<file path="src/rtl/rtc_bus_sequencer.sv">
// rtl/rtc_bus_sequencer.sv - round-robin write/read sequencer for the RTC multiplexed AD port
//
// Arbitrates single-register write and read requests, then runs one
// address phase followed by one data phase on the RTC pins. Each phase is
// split into setup, strobe and hold sections lasting T_SET, T_STB and T_HLD
// cycles.
//
// Ports:
//   clk, rst                 clock, asynchronous active-high reset
//   wr_req/wr_addr/wr_data   write request (level, held until wr_ack)
//   wr_ack                   one-cycle pulse when the write has finished
//   rd_req/rd_addr           read request (level, held until rd_ack)
//   rd_ack, rd_data          one-cycle completion pulse, last byte read
//   busy                     high while a transaction is on the pins
//   ad, cs, rd, wr           active-low RTC strobes
//   bus_out, bus_oe, bus_in  RTC data pins: drive value, drive enable, sampled value
module rtc_bus_sequencer #(
  parameter int T_SET = 1,
  parameter int T_STB = 2,
  parameter int T_HLD = 1
) (
  input  logic       clk,
  input  logic       rst,
  input  logic       wr_req,
  input  logic [7:0] wr_addr,
  input  logic [7:0] wr_data,
  output logic       wr_ack,
  input  logic       rd_req,
  input  logic [7:0] rd_addr,
  output logic       rd_ack,
  output logic [7:0] rd_data,
  output logic       busy,
  output logic       ad,
  output logic       cs,
  output logic       rd,
  output logic       wr,
  output logic [7:0] bus_out,
  output logic       bus_oe,
  input  logic [7:0] bus_in
);

  typedef enum logic [2:0] {IDLE, A_SET, A_STB, A_HLD, D_SET, D_STB, D_HLD} state_t;

  state_t     state;
  logic [3:0] cnt;
  logic       cur_rd;
  logic       last_rd;
  logic [7:0] cur_addr;
  logic [7:0] cur_data;

  // On contention the requester not served last wins; otherwise whoever asks.
  logic       pick_rd;
  logic [7:0] pick_addr;
  logic       can_grant;

  assign pick_rd   = rd_req && (!wr_req || !last_rd);
  assign pick_addr = pick_rd ? rd_addr : wr_addr;
  // The ack cycle never grants, so a finished requester has time to drop req.
  assign can_grant = (wr_req || rd_req) && !wr_ack && !rd_ack;

  function automatic logic [3:0] limit(state_t s);
    case (s)
      A_SET, D_SET: limit = T_SET[3:0];
      A_STB, D_STB: limit = T_STB[3:0];
      default:      limit = T_HLD[3:0];
    endcase
  endfunction

  function automatic state_t succ(state_t s);
    case (s)
      A_SET:   succ = A_STB;
      A_STB:   succ = A_HLD;
      A_HLD:   succ = D_SET;
      D_SET:   succ = D_STB;
      D_STB:   succ = D_HLD;
      default: succ = IDLE;
    endcase
  endfunction

  // Pin image {ad, cs, rd, wr, bus_oe, bus_out} of a state. Outputs are loaded
  // with the image of the state being entered, so pins change only on edges.
  // The address strobe is always wr; read data phases never drive the bus.
  function automatic logic [12:0] pins(state_t s, logic is_rd, logic [7:0] a, logic [7:0] d);
    case (s)
      A_SET, A_HLD: pins = {4'b0011, 1'b1, a};
      A_STB:        pins = {4'b0010, 1'b1, a};
      D_SET, D_HLD: pins = is_rd ? {4'b1011, 1'b0, 8'h00} : {4'b1011, 1'b1, d};
      D_STB:        pins = is_rd ? {4'b1001, 1'b0, 8'h00} : {4'b1010, 1'b1, d};
      default:      pins = {4'b1111, 1'b0, 8'h00};
    endcase
  endfunction

  always_ff @(posedge clk or posedge rst) begin
    if (rst) begin
      state    <= IDLE;
      cnt      <= 4'd1;
      cur_rd   <= 1'b0;
      last_rd  <= 1'b1;
      cur_addr <= 8'h00;
      cur_data <= 8'h00;
      wr_ack   <= 1'b0;
      rd_ack   <= 1'b0;
      rd_data  <= 8'h00;
      busy     <= 1'b0;
      {ad, cs, rd, wr, bus_oe, bus_out} <= {4'b1111, 1'b0, 8'h00};
    end else begin
      wr_ack <= 1'b0;
      rd_ack <= 1'b0;
      if (state == IDLE) begin
        if (can_grant) begin
          state    <= A_SET;
          cnt      <= 4'd1;
          cur_rd   <= pick_rd;
          last_rd  <= pick_rd;
          cur_addr <= pick_addr;
          cur_data <= wr_data;
          busy     <= 1'b1;
          {ad, cs, rd, wr, bus_oe, bus_out} <= pins(A_SET, pick_rd, pick_addr, wr_data);
        end
      end else if (cnt == limit(state)) begin
        cnt <= 4'd1;
        // Capture on the final strobe cycle, while rd is still low.
        if (state == D_STB && cur_rd) begin
          rd_data <= bus_in;
        end
        if (state == D_HLD) begin
          state  <= IDLE;
          busy   <= 1'b0;
          wr_ack <= !cur_rd;
          rd_ack <= cur_rd;
        end else begin
          state <= succ(state);
        end
        {ad, cs, rd, wr, bus_oe, bus_out} <= pins(succ(state), cur_rd, cur_addr, cur_data);
      end else begin
        cnt <= cnt + 4'd1;
      end
    end
  end

endmodule

</file>
<file path="config.mk">
export PLATFORM = sky130hd
export DESIGN_NAME = rtc_bus_sequencer
export DESIGN_NICKNAME = d
export VERILOG_FILES = /design/src/rtl/rtc_bus_sequencer.sv
export SDC_FILE = /design/constraint.sdc
export NUM_CORES = 1
export LEC_CHECK = 0
export BUFFER_PORTS_ARGS = -buffer_cell sky130_fd_sc_hd__buf_4
export CAP_MARGIN = 10
export CORE_MARGIN = 4
export CORE_UTILIZATION = 40
export DETAILED_ROUTE_END_ITERATION = 10
export PLACE_DENSITY_LB_ADDON = 0.05
export SYNTH_ARGS = -nofsm -noshare
export SYNTH_HDL_FRONTEND = slang
export SYNTH_SLANG_ARGS = --single-unit
</file>
<file path="constraint.sdc">
create_clock -name clk -period 6.4 [get_ports clk]
set_clock_uncertainty 0.1 [all_clocks]
set_input_delay 0.32 -clock clk [delete_from_list [all_inputs] [get_ports clk]]
set_output_delay 0.32 -clock clk [all_outputs]
set_load 0.1 [all_outputs]
</file>
# ---- After elaboration in Yosys (flattened, before gate mapping)
# Index checks and enable logic that the tools add are counted.
dict set report totals {
  reg_bits 49
  in_bits 36
  out_inout_bits 24
  elab_cells 93
}
dict set report classes {
  n_addsub 1
  eq_ne 14
  muxes 40
  n_bitwise 1
  n_reduce_logical 21
}
# op count
set ops {}
lappend ops {{case mux 13 bit (4 select lines)} 1}
lappend ops {{two-way mux 8 bit} 4}
lappend ops {{two-way mux 1 bit} 21}
lappend ops {{equality test 3 bit, second input constant} 6}
lappend ops {{two-way mux 3 bit} 6}
lappend ops {{two-way mux 4 bit} 4}
lappend ops {{case mux 3 bit (5 select lines)} 1}
lappend ops {{equality test 3 x 2 -> 1 bit, second input constant} 4}
lappend ops {{two-way mux 11 bit} 1}
lappend ops {{two-way mux 9 bit} 1}
lappend ops {{equality test 3 x 1 -> 1 bit, second input constant} 2}
lappend ops {{AND reduction 3 bit} 2}
lappend ops {{OR reduction 2 bit} 3}
lappend ops {{logical NOT 1 bit} 5}
lappend ops {{adder 4 x 1 -> 4 bit, second input constant} 1}
lappend ops {{equality test 4 bit} 1}
lappend ops {{logical AND 1 bit} 4}
lappend ops {{AND reduction 2 bit} 2}
lappend ops {{nonzero test 2 bit} 2}
lappend ops {{logical NOT 3 bit} 1}
lappend ops {{logical OR 1 bit} 2}
lappend ops {{two-way mux 2 bit} 1}
lappend ops {{!= test 2 bit, second input constant} 1}
lappend ops {{NOT 1 bit} 1}

# ---- Longest topological paths before layout
dict set report depth {
  word_depth 12
  depth_mapped 8
  ltp_nobuf 5
}

# ---- Worst setup path before layout
# OpenSTA, ideal clock, no wires.
dict set report synth_path {
  path_kind {flip-flop to flip-flop}
  start {register cnt[2]}
  end {register bus_out[0]}
  setup_ns 0.125
  arrival_time_ns 2.136
  required_ns 6.175
  slack_ns 4.039
  path_stages_with_launch 8
  n_path_buf 2
  synth_period_minus_slack_ns 2.361
  path_cell_list {dfrtp_1 -> or4b_1 -> buf_2 -> or4b_4 -> nand3_2 -> a21oi_2 -> buf_6 -> mux2_4}
}
dict set report synth_between {
  elab_chain_len 3
}
# item line_no
set synth_rtl {}
lappend synth_rtl {{start: declaration} 45} ;# logic [3:0] cnt;
lappend synth_rtl {{start signal: assignment} 136} ;# cnt <= cnt + 4'd1;
lappend synth_rtl {{equality test 4 bit} 120} ;# end else if (cnt == limit(state)) begin
lappend synth_rtl {{nonzero test 2 bit (no line)} n/a}
lappend synth_rtl {{AND reduction 2 bit (no line)} n/a}
lappend synth_rtl {{end signal: assignment} 105} ;# {ad, cs, rd, wr, bus_oe, bus_out} <= {4'b1111, 1'b0, 8'h00};
lappend synth_rtl {{end signal: assignment} 118} ;# {ad, cs, rd, wr, bus_oe, bus_out} <= pins(A_SET, pick_rd, pick_addr, wr_data);
lappend synth_rtl {{end signal: assignment} 134} ;# {ad, cs, rd, wr, bus_oe, bus_out} <= pins(succ(state), cur_rd, cur_addr, cur_data);
lappend synth_rtl {{end: declaration} 37} ;# output logic [7:0] bus_out,
# No other way between the ends.
# A chain may end at the register's enable or synchronous reset.

# ---- Final worst setup path
dict set report layout_path {
  start {register state[2]}
  end {register bus_out[7]}
}
dict set report layout_between {
  elab_chain_len 9
  word_cells_on_any_way 27
  cone_classes {13 x eq/ne; 8 x mux; 6 x reduce/logical}
}
# item line_no
set layout_rtl {}
lappend layout_rtl {{start: declaration} 44} ;# state_t state;
lappend layout_rtl {{start signal: assignment} 132} ;# state <= succ(state);
lappend layout_rtl {{equality test 3 bit, or another cell as far along} {62, 70}}
lappend layout_rtl {{case mux 3 bit (5 select lines)} 70} ;# case (s)
lappend layout_rtl {{two-way mux 3 bit} 120}
lappend layout_rtl {{two-way mux 3 bit} 109} ;# if (state == IDLE) begin
lappend layout_rtl {{equality test 3 bit, or another cell as far along} 84} ;# case (s)
lappend layout_rtl {{OR reduction 2 bit} 84}
lappend layout_rtl {{case mux 13 bit (4 select lines)} 84}
lappend layout_rtl {{two-way mux 8 bit} 120}
lappend layout_rtl {{two-way mux 8 bit} 109}
# Several ways; a longest one is shown, not always the timed one. The select of a mux whose other input is x is not followed.

==> reports/results.ini <==
[setup_path]
endpoint_kind=flip-flop
critical_path_class=flip-flop to flip-flop
arrival_ns=3.66
required_ns=6.50
critPathLaunchType=flip-flop
critPathMaxFanout=27

[clock_network]
cts_sinks=49
hold_buffers=0
cts_max_path_buffers=2
postCtsSetupRepairBufs=0
cts_root_buf=clkbuf_8
clkTransAtPathRegs_ns=0.09
h-tree-depth=2
cts_buffers=5
clock_latency_ns=0.30
cts-resized-gates=0
cts_tree=built

[drt]
first_pass_iters=4
via_per_inst=5.24
vias=1725
drtIter0Drc=44
ant_nets=0
wl_per_cell_um=15.3
totalWireLength_mm=5.05
drcViolationCount=0

[sta]
tns_ns=0
setup_violations=0
period_needed_ns=3.57
rsz0062_at_grt=false
slew_violations=0
slew_headroom=0.302
fin_crit_sh=0.558
hold_viol=0
worst_pin_slew_ns=1.05
fmax_mhz=280
worst_hold_slack_ns=0.140

[global_route]
antenna_found_initial=0
grt_pass1_wl_mm=8.37
grt_pass1_vias=1667
grt_use_total=0.146
grt_max_degree=50
grt-ovfl-total=0

[floorplan]
rows=27
die_x_um=84.8
core_area_um2=5610
start_util=0.421
dieArea_um2=7200
fp.dieH_um=84.8
io_pins=60

[layout]
final_cell_area_um2=2950
drive_gt1_frac=0.416
antennaDiodeCount=0
area_growth_pct=25.0
nets=293
fin_cells=329

[logic_synthesis]
synth_edf_count=0
synth_nets=242
synth_area_per_cell_um2=11.5
synth_top_area_frac=0.456
ys_warn_count=0
syn-cell-area_um2=2360
yosysMostFrequentCell=dfrtp_1
synth_area_leaders=dfrtp_1, mux2_2, dfstp_2, mux2i_1, mux2_4
ys.flop_type=dfrtp_1
synth_seq_area_share=0.523
netlist_instances=205
synthArstFlopShare=1.00
ys_ff_latch=49
synthTopCellsByCount=dfrtp_1, mux2_2, o21ai_0, mux2i_1, nand2_1
synthDistinctLibCells=38
yosys.area.top_type=dfrtp_1

[place]
dpl-instance-area_um2=2830
io_buffer_count=59
dp_hpwl_mm=3.51
place.gp.congestion=0.777
numPlacedInstances=321

[hold_path]
hold_path_class=input pin to flip-flop

[outcome]
status=finished clean

[job]
max-cap-violations=0

## cells by family after synthesis
family | share of synthesized area
flip-flops | 0.523
AO/OA/AOI/OAI | 0.121
AND/OR/NAND/NOR | 0.107
multiplexers | 0.205
buffers and inverters | 0.0366
XOR/XNOR | 0.00371
adder cells (fa/ha/maj) | 0.00530
## worst max-delay path, cell delays in order, from the launching register on
cell	delay (ns)
dfrtp_1	0.77
or3_1	0.47
or4_1	0.75
nand3_2	0.14
a21oi_2	0.79
mux2_2	0.42
## through the flow
step	worst slack (ns)	utilization
2_1_floorplan	4.04	-
3_3_place_gp	2.83	0.505
3_5_place_dp	2.79	0.505
4_1_cts	2.77	0.526
5_1_grt	2.56	0.526
6_report	2.83	0.526
## final cells by class
type                            count  area, µm²
Fill cell                         536       2660
Sequential cell                    49       1230
Multi-Input combinational cell    136       1040
Timing Repair Buffer               60        450
Tap cell                           72       90.1
Clock buffer                        6       82.6
Clock inverter                      2       37.5
Inverter                            4       15.0
## worst paths after layout
path	start	to	slack, ns	cells past startpoint
hold reg to reg	wr	wr	0.37	2
max in group asynchronous	rst	bus_out[1]	5.40	2
min in group asynchronous	rst	rd_data[3]	0.16	2
setup reg to reg	state[2]	bus_out[7]	2.83	5
hold / removal	bus_in[1]	rd_data[1]	0.14	2
setup / recovery	state[2]	bus_out[7]	2.83	5
## layer usage
layer,GRT usage,part of all wire
met5,0,0
met4,0.0345,0.0091
met3,0.0466,0.047
met2,0.216,0.47
met1,0.209,0.48
## cells in the final DEF (no fill, tap or decap), types with 2 or more instances in the layout
cell type	instances
buf_4	60
dfrtp_1	43
mux2_2	21
o21ai_0	20
mux2i_1	13
nand2_1	12
a21oi_1	9
nor2_1	9
a22oi_1	8
mux2_4	7
dfstp_2	6
clkbuf_8	6
nand2b_1	4
nand3_1	4
nor3_1	3
inv_1	3
or4b_1	2
nand3b_1	2
nor4b_1	2
nor2b_1	2
a22o_1	2
a31oi_1	2
## registers in the layout, indices dropped and copies added (netlist names)
signal	count
wr	1
ad	1
cs	1
wr_ack	1
busy	1
state	3
cur_rd	1
rd	1
bus_out	8
rd_data	8
cur_data	8
rd_ack	1
last_rd	1
cur_addr	8
cnt	4
bus_oe	1
Power is not shown: default switching activity piles up to over one toggle a cycle in this logic, so the estimate is an artifact.
